<file path="config.mk">
export PLATFORM = sky130hd
export DESIGN_NAME = spi_slave_regfile
export DESIGN_NICKNAME = d
export VERILOG_FILES = /design/src/rtl/spi_slave_regfile.sv
export SDC_FILE = /design/constraint.sdc
export NUM_CORES = 1
export LEC_CHECK = 0
export CAP_MARGIN = 40
export CORE_AREA = 2 2 145 175
export DETAILED_ROUTE_END_ITERATION = 10
export DIE_AREA = 0 0 147 177
export GPL_ROUTABILITY_DRIVEN = 0
export GPL_TIMING_DRIVEN = 0
export PLACE_DENSITY = 0.54
export SLEW_MARGIN = 30
export SYNTH_ARGS = -nofsm -noshare
export SYNTH_HDL_FRONTEND = slang
export SYNTH_SLANG_ARGS = --single-unit
</file>
<file path="constraint.sdc">
create_clock -name i_clock -period 2.6 [get_ports i_clock]
set_input_delay 0.52 -clock i_clock [delete_from_list [all_inputs] [get_ports i_clock]]
set_output_delay 0.52 -clock i_clock [all_outputs]
set_load 0.05 [all_outputs]
</file>
<file path="src/rtl/spi_slave_regfile.sv">
// ============================================================================
// Module  : spi_slave_regfile
// Brief   : Oversampled SPI responder (mode 0, MSB first) serving 16-bit
//           {rw, addr[6:0], data[7:0]} frames against a local 8-bit regfile.
// Revision: 1.0
// ============================================================================
`default_nettype none

module spi_slave_regfile #(
  parameter int         NUM_REGS    = 16,
  parameter logic [7:0] RESET_VALUE = 8'h00,
  parameter int         SYNC_STAGES = 2
) (
  input  logic       i_clock,
  input  logic       i_reset_n,
  input  logic       SCLK,
  input  logic       CS,
  input  logic       MOSI,
  output logic       MISO,
  input  logic [6:0] i_rd_addr,
  output logic [7:0] o_rd_data,
  output logic       o_wr_strobe,
  output logic [6:0] o_wr_addr,
  output logic [7:0] o_wr_data,
  output logic       o_frame_error,
  output logic       o_busy
);

  localparam int AW = (NUM_REGS > 1) ? $clog2(NUM_REGS) : 1;

  typedef enum logic [2:0] {
    S_WAIT_CS_HIGH = 3'd0,
    S_IDLE         = 3'd1,
    S_ADDR         = 3'd2,
    S_DATA         = 3'd3,
    S_DONE         = 3'd4
  } state_t;

  function automatic logic in_range(input logic [6:0] a);
    return (32'(a) < NUM_REGS);
  endfunction

  logic [SYNC_STAGES-1:0] sclk_sync_q, cs_sync_q, mosi_sync_q;

  // CS synchroniser resets low so a frame already in flight at reset release
  // is never mistaken for an idle bus.
  generate
    if (SYNC_STAGES == 1) begin : g_sync_single
      always_ff @(posedge i_clock or negedge i_reset_n) begin
        if (!i_reset_n) begin
          sclk_sync_q <= '0;
          cs_sync_q   <= '0;
          mosi_sync_q <= '0;
        end else begin
          sclk_sync_q <= SCLK;
          cs_sync_q   <= CS;
          mosi_sync_q <= MOSI;
        end
      end
    end else begin : g_sync_chain
      always_ff @(posedge i_clock or negedge i_reset_n) begin
        if (!i_reset_n) begin
          sclk_sync_q <= '0;
          cs_sync_q   <= '0;
          mosi_sync_q <= '0;
        end else begin
          sclk_sync_q <= {sclk_sync_q[SYNC_STAGES-2:0], SCLK};
          cs_sync_q   <= {cs_sync_q[SYNC_STAGES-2:0], CS};
          mosi_sync_q <= {mosi_sync_q[SYNC_STAGES-2:0], MOSI};
        end
      end
    end
  endgenerate

  logic sclk_s, cs_s, mosi_s;
  logic sclk_prev_q, cs_prev_q;
  logic sclk_rise, sclk_fall, cs_rise, cs_fall;

  assign sclk_s    = sclk_sync_q[SYNC_STAGES-1];
  assign cs_s      = cs_sync_q[SYNC_STAGES-1];
  assign mosi_s    = mosi_sync_q[SYNC_STAGES-1];
  assign sclk_rise =  sclk_s & ~sclk_prev_q;
  assign sclk_fall = ~sclk_s &  sclk_prev_q;
  assign cs_rise   =  cs_s   & ~cs_prev_q;
  assign cs_fall   = ~cs_s   &  cs_prev_q;

  state_t     state_q;
  logic [4:0] bit_cnt_q;
  logic [6:0] shift_q;   // trailing 7 received bits; the live MOSI bit completes a byte
  logic       rw_q;
  logic [6:0] addr_q;
  logic [7:0] tx_q;
  logic [7:0] regs_q [NUM_REGS];

  logic [6:0] addr_d;
  logic [7:0] wdata_d;
  assign addr_d  = {shift_q[5:0], mosi_s};
  assign wdata_d = {shift_q[6:0], mosi_s};

  always_ff @(posedge i_clock or negedge i_reset_n) begin
    if (!i_reset_n) begin
      sclk_prev_q   <= 1'b0;
      cs_prev_q     <= 1'b0;
      state_q       <= S_WAIT_CS_HIGH;
      bit_cnt_q     <= 5'd0;
      shift_q       <= 7'd0;
      rw_q          <= 1'b0;
      addr_q        <= 7'd0;
      tx_q          <= 8'h00;
      MISO          <= 1'b0;
      o_wr_strobe   <= 1'b0;
      o_wr_addr     <= 7'd0;
      o_wr_data     <= 8'h00;
      o_frame_error <= 1'b0;
      for (int i = 0; i < NUM_REGS; i++) regs_q[i] <= RESET_VALUE;
    end else begin
      sclk_prev_q   <= sclk_s;
      cs_prev_q     <= cs_s;
      o_wr_strobe   <= 1'b0;
      o_frame_error <= 1'b0;
      case (state_q)
        S_WAIT_CS_HIGH: begin
          MISO <= 1'b0;
          if (cs_s) state_q <= S_IDLE;
        end
        S_IDLE: begin
          MISO <= 1'b0;
          if (cs_fall) begin
            state_q   <= S_ADDR;
            bit_cnt_q <= 5'd0;
            shift_q   <= 7'd0;
          end
        end
        S_ADDR, S_DATA: begin
          if (cs_rise) begin
            state_q       <= S_IDLE;
            MISO          <= 1'b0;
            o_frame_error <= 1'b1;
          end else if (sclk_rise) begin
            shift_q   <= {shift_q[5:0], mosi_s};
            bit_cnt_q <= bit_cnt_q + 5'd1;
            if (bit_cnt_q == 5'd7) begin
              state_q <= S_DATA;
              rw_q    <= shift_q[6];
              addr_q  <= addr_d;
              tx_q    <= (shift_q[6] && in_range(addr_d)) ? regs_q[addr_d[AW-1:0]] : 8'h00;
            end
            if (bit_cnt_q == 5'd15) begin
              state_q <= S_DONE;
              MISO    <= 1'b0;
              if (!rw_q && in_range(addr_q)) begin
                regs_q[addr_q[AW-1:0]] <= wdata_d;
                o_wr_strobe            <= 1'b1;
                o_wr_addr              <= addr_q;
                o_wr_data              <= wdata_d;
              end
            end
          end else if (sclk_fall) begin
            if (state_q == S_DATA) begin
              MISO <= tx_q[7];
              tx_q <= {tx_q[6:0], 1'b0};
            end else begin
              MISO <= 1'b0;
            end
          end
        end
        S_DONE: begin
          MISO <= 1'b0;
          if (cs_rise) state_q <= S_IDLE;
        end
        default: state_q <= S_WAIT_CS_HIGH;
      endcase
    end
  end

  // Plain registered read: a same-cycle SPI write lands after this sample.
  always_ff @(posedge i_clock or negedge i_reset_n) begin
    if (!i_reset_n) begin
      o_rd_data <= 8'h00;
    end else begin
      o_rd_data <= in_range(i_rd_addr) ? regs_q[i_rd_addr[AW-1:0]] : 8'h00;
    end
  end

  assign o_busy = (state_q == S_ADDR) || (state_q == S_DATA) || (state_q == S_DONE);

endmodule

`default_nettype wire
</file>
# Word level (Yosys, flattened, before mapping)
# Index checks and enable logic that the tools add are counted.
[word_totals]
out_inout_bits = 27
input_bits = 12
reg_bits = 193
[classes]
reduce_logical = 19
addsub = 1
n_bitwise = 12
n_eq_ne = 16
n_mux = 44
order_cmp = 7
[ops]
columns = ["operator", "count"]
rows = [
  ["bitwise mux 128 bit", 1],
  ["two-way mux 8 bit", 11],
  ["binary-select mux 8 bit (select 4 bit)", 2],
  ["demux 8 bit (select 4 bit)", 1],
  ["< comparator 7 x 5 -> 1 bit (second input constant)", 3],
  ["two-way mux 3 bit", 7],
  ["two-way mux 7 bit", 3],
  [">= comparator 5 bit (second input constant)", 3],
  ["two-way mux 5 bit", 3],
  ["inverter 4 -> 5 bit", 3],
  ["AND reduction 5 bit", 3],
  ["one-hot mux 7 bit (2 select lines)", 1],
  ["two-way mux 1 bit", 12],
  ["!= test 4 bit (second input constant)", 3],
  ["one-hot mux 3 bit (4 select lines)", 1],
  ["!= test 2 bit (second input constant)", 5],
  ["one-hot mux 5 bit (2 select lines)", 1],
  ["AND reduction 4 bit", 2],
  ["nonzero test 2 bit", 4],
  ["== test 3 x 2 -> 1 bit (second input constant)", 2],
  ["adder 5 x 1 -> 5 bit (second input constant)", 1],
  ["== test 5 x 3 -> 1 bit (second input constant)", 1],
  ["== test 5 x 4 -> 1 bit (second input constant)", 1],
  ["< comparator 5 x 1 -> 1 bit (second input constant)", 1],
  ["other kinds (14)", 24],
]

# Depth between registers and ports, before layout
# Gate-level depths: netlist of the first run.
[depth]
depth_word = 7
depth_mapped = 9

# Worst setup path before layout of the first run
# No wires, ideal clock.
[synth_timing]
kind = "register to register"
start = "register bit_cnt_q[0]"
end = "register regs_q[112] (netlist name)"
stages_incl_launch_ff = 9
t_arrival_ps = 1905
n_path_buf = 2
required_ps = 2475
synth_period_minus_slack_ps = 2030
path_slack_ps = 570
cell_sequence = "dfrtp_1 ha_1 and3_1 ha_1 and2_1 buf_6 buf_8 nand4_2 mux2_2"
[synth_via]
elab_chain_len = 2
[synth_lines]
columns = ["element", "line_no", "rtl"]
rows = [
  ["start, declared", "88", "logic [4:0] bit_cnt_q;"],
  ["start signal, assigned", "141", "bit_cnt_q <= bit_cnt_q + 5'd1;"],
  ["== test 5 x 4 -> 1 bit", "148", "if (bit_cnt_q == 5'd15) begin"],
  ["AND reduction 5 bit (no source line)", "n/a", ""],
  ["end signal, assigned by index", "152", "regs_q[addr_q[AW-1:0]] <= wdata_d;"],
  ["end, declared", "93", "logic [7:0] regs_q [NUM_REGS];"],
]
# No other way between the ends.
# A chain may end at the register's enable or synchronous reset.

# Final worst setup path of the first run
[layout_timing]
start = "register sclk_prev_q"
end = "register regs_q[85] (netlist name)"
[layout_via]
elab_chain_len = 3
[layout_lines]
columns = ["element", "line_no", "rtl"]
rows = [
  ["start, declared", "76", "logic sclk_prev_q, cs_prev_q;"],
  ["start signal, assigned", "117", "sclk_prev_q <= sclk_s;"],
  ["inverter 1 bit", "82", "assign sclk_rise = sclk_s & ~sclk_prev_q;"],
  ["AND 1 bit", "82", ""],
  ["AND reduction 5 bit (no source line)", "n/a", ""],
]
# No other way between the ends.

==> metrics, run 1 <==
Tot Pwr 0.006601 W; CTS Buffer Depth 2; R2R cell count 8; CTS Sinks 193; Syn Inst Count 663; Comb pwr share 0.144; clock share of power 0.389; CP Depth 8; power per cell area 581.9 nW/um2; P&R area growth vs syn 15.52%; FMAX 412.4 MHz; Worst-Skew Late Latency 0.44 ns; H-tree lvl count 4; Mapped Nets 678; post-layout min period 2.425 ns; height of the die 177 um; Setup WS post-layout 0.1753 ns; post-DP HPWL 18.31 mm; GRT Total Usage 0.2140; Final Setup Violations 0; TritonCTS clock tree yes; Mapped Area 9819 um2; core area 24440 um2; critical path type flip-flop to flip-flop; Arrival @ worst endpoint 2.74 ns; max_cap viols 0; GRT overflow 0; DR pass1 iterations 4; area leader, netlist dfrtp_1; CP Cell Sequence inv_1 -> ha_1 -> buf_2 -> inv_1 -> nor3_4 -> buf_4 -> nand4_2 -> mux2_2; filler cell count 2187; Synth top area share 0.4918; Routed WL 26.43 mm; Sw Pwr 0.001955 W; hold crit path type primary input to async pin; failing checks negative hold slack; CP required 2.92 ns; Root Buffer clkbuf_16; pre-CTS setup slack -0.04530 ns; post-layout util 0.4642; first-pass GRT wire length 41.07 mm; initial antenna violation count 0; Buffers on Ports 36; layout cells sized above 1 0.4005; Max VDD drop 441.2 uV; Num CTS Buffers 17; outcome finished with violations; post-synth cell types 52; Clock Skew 0.01140 ns; Setup crit start sclk_prev_q; die footprint 26020 um2; reg2reg start sclk_prev_q; Max Slew Vio Count 0; IO Count 39; Leak 5.405 nW; largest net degree at the start of global routing 73; Sw Share 0.2962; vias in the first global route 6586; part of the power in registers 0.467; Post-DRT Antenna Nets 0; Vias 6124; CP Launch Type flip-flop; Final nets 741; Cell Int Power 0.004646 W; Min Hold Slack -0.0004737 ns; period utilisation layout 0.9326; DRC viols 0; crit end category flip-flop; Routed WL per cell 24.84 um; Placed Cells 1028; CP max-delay cell mux2_2; hold_buf cts 0; Slew HR 0.4900; worst-margin pin slew 0.7633 ns; First DRT Iteration DRCs 372; vias per cell 5.756; Clock Pin Slew Worst Setup and Hold Paths 0.07 ns; Yosys warning count 0; Max FO, Critical Path 10; Seq cells post-synth 193; non-filler cells, final 1064; cell row count 63; fraction of registers with async set or reset after synthesis 1.000; Antenna diodes 0; main area contributors after synthesis dfrtp_1 49%, mux2_2 19%, mux4_2 8.9%; Critical Path Most Common Cell inv_1; Die W 147 um; slowest stage delay, CP 0.44 ns; initial core utilization 0.4018; crit-path leading delay family simple AND/OR/NAND/NOR gates; Top FF cell, synth dfrtp_1; Mean Syn Cell Area 14.81 um2; sequential fraction of the synthesis area 0.4918; Hold Violations, Final 1; Post-synth EDFFs 0; CP Buf/Inv Count 4
==> worst reg2reg max path, cell delays in order (launching register included) <==
cell and delay (ns):
dfrtp_1 0.37, inv_1 0.05, ha_1 0.13, buf_2 0.22, inv_1 0.14, nor3_4 0.28
buf_4 0.27, nand4_2 0.42, mux2_2 0.44
==> flip-flops by register name, summed over array words and instances (netlist names) <==
| register | flops |
|---|---|
| MISO | 1 |
| addr_q | 7 |
| bit_cnt_q | 5 |
| cs_prev_q | 1 |
| cs_sync_q | 2 |
| mosi_sync_q | 2 |
| o_frame_error | 1 |
| o_rd_data | 8 |
| o_wr_addr | 7 |
| o_wr_data | 8 |
| o_wr_strobe | 1 |
| regs_q | 128 |
| rw_q | 1 |
| sclk_prev_q | 1 |
| sclk_sync_q | 2 |
| shift_q | 7 |
| state_q | 3 |
| tx_q | 8 |
==> logic make-up (layout without fill, tap and decap cells) <==
family                   Yosys count  after routing  synth area share
AO/OA/AOI/OAI                     58             58           0.04205
adder cells (fa/ha/maj)            3              3          0.003823
buffers and inverters             67            143           0.03619
flip-flops                       193            193            0.4918
multiplexers                     250            250            0.3555
AND/OR/NAND/NOR                   92             92           0.07059
==> cell usage in the layout (no fill, tap or decap), types with 8 or more instances in the layout <==
master,instances
mux4_2,39
clkbuf_1,30
o21ai_0,12
dfrtp_1,193
mux2_2,166
clkdlybuf4s50_1,34
nand4_4,10
mux2i_1,27
mux4_1,18
nand3_1,24
nor2b_1,8
inv_1,8
clkbuf_16,17
nand2_1,11
buf_2,12
a22o_1,11
==> cells in the mapped netlist, types with 2 or more instances <==
master and count:
a21oi_1 7, a22o_1 11, a22oi_1 7, and2_1 6, buf_12 2, buf_2 12, buf_4 5, buf_6 2
buf_8 2, clkbuf_1 34, dfrtp_1 193, ha_1 3, inv_1 8, mux2_2 166, mux2i_1 27, mux4_1 18
mux4_2 39, nand2_1 11, nand2_2 2, nand2b_1 3, nand3_1 24, nand4_2 8, nand4_4 8, nor2_1 4
nor2b_1 8, nor3_1 5, nor4_1 3, o21ai_0 12, o22ai_1 6, o31ai_1 2, o32ai_1 3, or4_1 2
==> timing repair <==
item / 4_1_cts / 5_1_grt
buffers inserted: 0 / 4
gates resized for setup: 3 / 5
setup endpoints to repair: 1 / 88
==> final timing paths <==
path | to | slack [ns]
worst max-delay path | regs_q[85] | 0.18
worst min-delay path | sclk_prev_q | -0.0005
worst max register to register | regs_q[85] | 0.18
worst min register to register | mosi_sync_q[1] | 0.36
max in group asynchronous | regs_q[96] | 1.88
min in group i_clock | mosi_sync_q[1] | 0.36
==> power groups by stage <==
stage          Sequential (W)  Clock, W  Combinational [W]
3_5_place_dp          0.00314         0           0.000951
5_1_grt               0.00309   0.00275            0.00102
3_3_place_gp          0.00315         0           0.000899
4_1_cts               0.00309   0.00263           0.000946
6_report              0.00308   0.00257           0.000948
2_1_floorplan         0.00314         0           0.000567
==> cell type report <==
cell class                 instances  area (um2)  area share
buffer                            58       326.6     0.02879
tap                              325       406.6     0.03585
sequential                       193        4830      0.4258
multi-input combinational        403        4658      0.4107
clock buffer                      17       425.4     0.03750
inverter                           9       33.78    0.002978
timing repair buffer              44       520.5     0.04589
clock inverter                    15       142.6     0.01257
==> routing by layer <==
| metal | wire length [um] | GRT usage |
|---|---|---|
| met3 | 885 | 0.03376 |
| met4 | 493 | 0.05609 |
| met5 | 0 | 0 |
| met2 | 13680 | 0.3750 |
| met1 | 11370 | 0.2787 |
==> stage by stage <==
stage | TNS, ns | hold slack, ns | instance area, um2
2_1_floorplan | 0 | 0.2244 | 9819
3_3_place_gp | -1312.28 | 0.3361 | 10590
3_5_place_dp | -0.04530 | 0.3387 | 10670
4_1_cts | 0 | 0.02592 | 11240
5_1_grt | -0.02001 | 0.03818 | 11340
6_report | 0 | -0.0004737 | 11340
No activity file was read; power rests on OpenSTA's default activity.
==> inputs of run 2 (changes only) <==
Clock period 2.6 ns to 2.3 ns, I/O delays scaled along.
==> run 2 against run 1 <==
Net effect:
- the flow now finishes without violations
- maximum frequency rose by 11%
- global-route usage is 0.078 points higher
- register-to-register slack lost 0.07 ns
- critical path depth did not move
- sequential cell count did not move
- power is 14% higher
- sequential share of layout area shrank 1.1 points
- critical endpoint is now regs_q[126]
- largest power group unchanged
==> metrics, run 2 (synthesis gave the netlist of run 1 again) <==
outcome finished clean; First DRT Iteration DRCs 433; post-layout util 0.4761; Max FO, Critical Path 9; max_cap viols 0; Routed WL per cell 24.85 um; TritonCTS clock tree yes; CTS Sinks 193; P&R area growth vs syn 18.49%; H-tree lvl count 4; Max Slew Vio Count 0; cell row count 63; vias in the first global route 6657; Die W 147 um; Vias 6218; post-DP HPWL 18.31 mm; hold depth 0; Num CTS Buffers 17; most flop-heavy register regs_q; Final nets 757; first-pass GRT wire length 41.27 mm; Post-DRT Antenna Nets 0; Clock Pin Slew Worst Setup and Hold Paths 0.08 ns; vias per cell 5.757; critical path type flip-flop to flip-flop; CTS Buffer Depth 2; initial antenna violation count 0; most frequent cells in the layout 193 x dfrtp_1, 163 x mux2_2, 39 x mux4_2; initial core utilization 0.4018; Comb pwr share 0.151; core area 24440 um2; clock share of power 0.386; DRC viols 0; max reg flops 128; Arrival @ worst endpoint 2.52 ns; part of the power in registers 0.462; R2R cell count 8; Antenna diodes 0; Slew HR 0.4781; Sw Pwr 0.002237 W; setup TNS 0 ns; Max VDD drop 509.9 uV; post-layout min period 2.193 ns; crit end category flip-flop; worst-margin pin slew 0.7812 ns; Worst-Skew Late Latency 0.45 ns; Final Setup Violations 0; Routed WL 26.84 mm; Cell Int Power 0.005300 W; die footprint 26020 um2; DR pass1 iterations 4; height of the die 177 um; Root Buffer clkbuf_16; Min Hold Slack 0.3560 ns; Hold Violations, Final 0; GRT Total Usage 0.2148; most common cell after layout, fill and taps aside dfrtp_1; GRT overflow 0; layout cells sized above 1 0.4159; largest net degree at the start of global routing 73; Sw Share 0.2968; Clock Skew 0.01326 ns; power per cell area 647.8 nW/um2; period utilisation layout 0.9536; CP required 2.62 ns; Leak 5.571 nW; CP Launch Type flip-flop; FMAX 456.0 MHz; IO Count 39; hold crit path type flip-flop to flip-flop; Buffers on Ports 36
[run 2: changes by cell type in the layout (fill, tap and decap cells not counted), moves of 2 or more]
| cell | previous run | this run |
|---|---|---|
| clkbuf_16 | 17 | 19 |
| buf_2 | 12 | 10 |
| buf_12 | 6 | 11 |
| nand4_4 | 10 | 16 |
| buf_8 | 3 | 1 |
| clkbuf_4 | 0 | 2 |
| buf_4 | 6 | 17 |
| nand4_2 | 6 | 0 |
| mux2_4 | 0 | 3 |
| mux2_2 | 166 | 163 |
[run 2: cell type report]
type | count | area (um2)
timing repair buffer | 60 | 699.4
fill | 2165 | 12800
inverter | 9 | 33.78
sequential | 193 | 4830
multi-input combinational | 403 | 4737
buffer | 58 | 360.3
clock buffer | 17 | 425.4
clock inverter | 15 | 142.6
tap | 325 | 406.6
[run 2: path summary, 6_finish.rpt]
kind	startpoint	end	slack (ns)
min in group asynchronous	i_reset_n	sclk_prev_q	0.53
setup reg to reg	bit_cnt_q[1]	regs_q[126]	0.11
hold reg to reg	mosi_sync_q[0]	mosi_sync_q[1]	0.36
max in group asynchronous	i_reset_n	o_wr_data[0]	1.05
hold / removal	mosi_sync_q[0]	mosi_sync_q[1]	0.36
setup / recovery	bit_cnt_q[1]	regs_q[126]	0.11
[run 2: layer usage]
layer  up-vias  wire (um)  track usage
li1       2715          -            -
met1      3364      11700       0.2791
met2       114      13870       0.3754
met3        25        758      0.03582
met4         0        510      0.05689
met5         -          0            0
[run 2: timing repair]
item	4_1_cts	5_1_grt
setup endpoints to repair	143	128
pin swaps	4	2
hold endpoints to repair	59	0
setup buffers	10	6
hold buffers	1	0
cloned	0	3
gates resized for setup	19	16
[run 2: power groups by stage]
stage	logic, W	clock network [W]	registers, W
floorplan	0.000641	0	0.00355
global placement	0.00102	0	0.00356
detailed placement	0.00108	0	0.00355
CTS	0.00108	0.00297	0.00349
global route	0.00123	0.00311	0.00349
finish	0.00114	0.00291	0.00349
[run 2: critical path, cell delays in order (launching register included)]
cell	delay [ns]
dfrtp_1	0.38
ha_1	0.19
and3_1	0.20
ha_4	0.17
and2_4	0.18
buf_12	0.16
buf_12	0.14
nand4_4	0.24
mux2_4	0.40
[run 2: per-stage QoR]
stage                     total power, W  instance area (um2)  setup slack, ns  instances
after detailed placement        0.004630                10670          -0.2853       1028
after floorplan                 0.004195                 9819           0.2703        663
after global routing            0.007828                11630        -0.005387       1080
after global placement          0.004573                10590           -7.042       1024
after CTS                       0.007541                11440         0.001908       1071
final                           0.007537                11630           0.1068       1080
==> inputs of run 3 (changes only) <==
Settings changed: MAX_ROUTING_LAYER set to met4.
==> run 3 against run 2 <==
Net effect:
- worst setup slack worse by 0.016 ns
- clock skew shrank 0.0018 ns
- critical path depth unchanged
- sequential share of layout area is the same
- combinational power about the same
- clock power barely moved
- maximum frequency fell by 0.72%
- largest cell class unchanged
- register-to-register slack lost 0.02 ns
- sequential cell count unchanged
- power about the same
- global-route usage up 0.59 points
==> metrics, run 3 (synthesis gave the netlist of run 1 again) <==
GRT Total Usage 0.2206; GRT overflow 0; max_cap viols 0; Routed WL per cell 24.80 um; height of the die 177 um; Clock Pin Slew Worst Setup and Hold Paths 0.08 ns; Final nets 757; Final Setup Violations 0; Leak 5.571 nW; TritonCTS clock tree yes; most frequent cells in the layout 193 x dfrtp_1, 163 x mux2_2, 39 x mux4_2; Worst-Skew Late Latency 0.44 ns; Root Buffer clkbuf_16; post-DP HPWL 18.31 mm; CP Launch Type flip-flop; r2r setup slk 0.09 ns; First DRT Iteration DRCs 357; crit end category flip-flop; first-pass GRT wire length 41.24 mm; core area 24440 um2; cell row count 63; Setup WS post-layout 0.09082 ns; H-tree lvl count 4; Max Slew Vio Count 0; non-filler cells, final 1080; initial antenna violation count 0; Placed Cells 1028; power per cell area 647.3 nW/um2; Max VDD drop 504.1 uV; Clock Skew 0.01150 ns; pre-CTS setup slack -0.2853 ns; most flop-heavy register regs_q; P&R area growth vs syn 18.49%; Buffers on Ports 36; Slew HR 0.4546; critical path type flip-flop to flip-flop; layout cells sized above 1 0.4159; DR pass1 iterations 5; dpl cell area 10670 um2; max reg flops 128; Min Hold Slack 0.3562 ns; Die W 147 um; DRC viols 0; Routed WL 26.79 mm; Final Cell Area 11630 um2; FMAX 452.7 MHz; vias in the first global route 6653; post-layout min period 2.209 ns; initial core utilization 0.4018; Hold Violations, Final 0; largest net degree at the start of global routing 73; outcome finished clean; CP required 2.62 ns; Num CTS Buffers 17; CTS Sinks 193; vias per cell 5.723; Max FO, Critical Path 9; IO Count 39; most common cell after layout, fill and taps aside dfrtp_1; CTS Buffer Depth 2; Post-DRT Antenna Nets 0; worst-margin pin slew 0.8164 ns; Arrival @ worst endpoint 2.53 ns; period utilisation layout 0.9605; die footprint 26020 um2; Vias 6181; hold crit path type flip-flop to flip-flop; Antenna diodes 0
run 3: cell counts in the layout (fill, tap and decap cells not counted):
Identical to the previous run, type by type.
run 3: layout make-up:
class | count | area (um2)
Fill cell | 2165 | 12800
Sequential cell | 193 | 4830
Multi-Input combinational cell | 403 | 4737
Timing Repair Buffer | 60 | 699.4
Clock buffer | 17 | 425.4
Tap cell | 325 | 406.6
Buffer | 58 | 360.3
Clock inverter | 15 | 142.6
Inverter | 9 | 33.78
run 3: final timing paths:
| kind | end | cells after the start | from |
|---|---|---|---|
| max | regs_q[126] | 8 | bit_cnt_q[1] |
| min | mosi_sync_q[1] | 0 | mosi_sync_q[0] |
| max reg2reg | regs_q[126] | 8 | bit_cnt_q[1] |
| min reg2reg | mosi_sync_q[1] | 0 | mosi_sync_q[0] |
| max in group asynchronous | o_wr_data[7] | 3 | i_reset_n |
| min in group asynchronous | sclk_prev_q | 2 | i_reset_n |
run 3: timing repair:
action / 4_1_cts / 5_1_grt
endpoints found under the hold margin: 59 / 0
cloned: 0 / 3
pin swaps: 4 / 2
setup buffers: 10 / 6
hold buffers: 1 / 0
resized for setup: 19 / 16
setup endpoints to repair: 143 / 127
run 3: power by group:
part           total [W]  switching, W  internal [W]  leakage, nW
clock network    0.00291       0.00147       0.00144        0.275
registers        0.00349     0.0000355       0.00345         2.67
logic            0.00114      0.000729      0.000410         2.62
total            0.00753       0.00223       0.00530         5.57
run 3: through the flow:
step,setup TNS (ns),power [W],utilization
detailed placement,-21.87,0.004630,0.4366
floorplan,0,0.004195,-
finish,0,0.007532,0.4761
global placement,-1377.41,0.004573,0.4332
global route,-0.01346,0.007819,0.4761
CTS,0,0.007541,0.4682
run 3: worst max-delay path: stages, from the launching register on:
cell,delay (ns)
dfrtp_1,0.38
ha_1,0.19
and3_1,0.20
ha_4,0.17
and2_4,0.19
buf_12,0.16
buf_12,0.14
nand4_4,0.25
mux2_4,0.40
run 3: routing by layer:
layer / routed length [um] / GRT usage / up-vias
met5: 0 / - / -
met4: 497 / 0.05929 / 0
met3: 684 / 0.03273 / 22
met2: 13780 / 0.3754 / 114
met1: 11820 / 0.2784 / 3330
li1: - / - / 2715
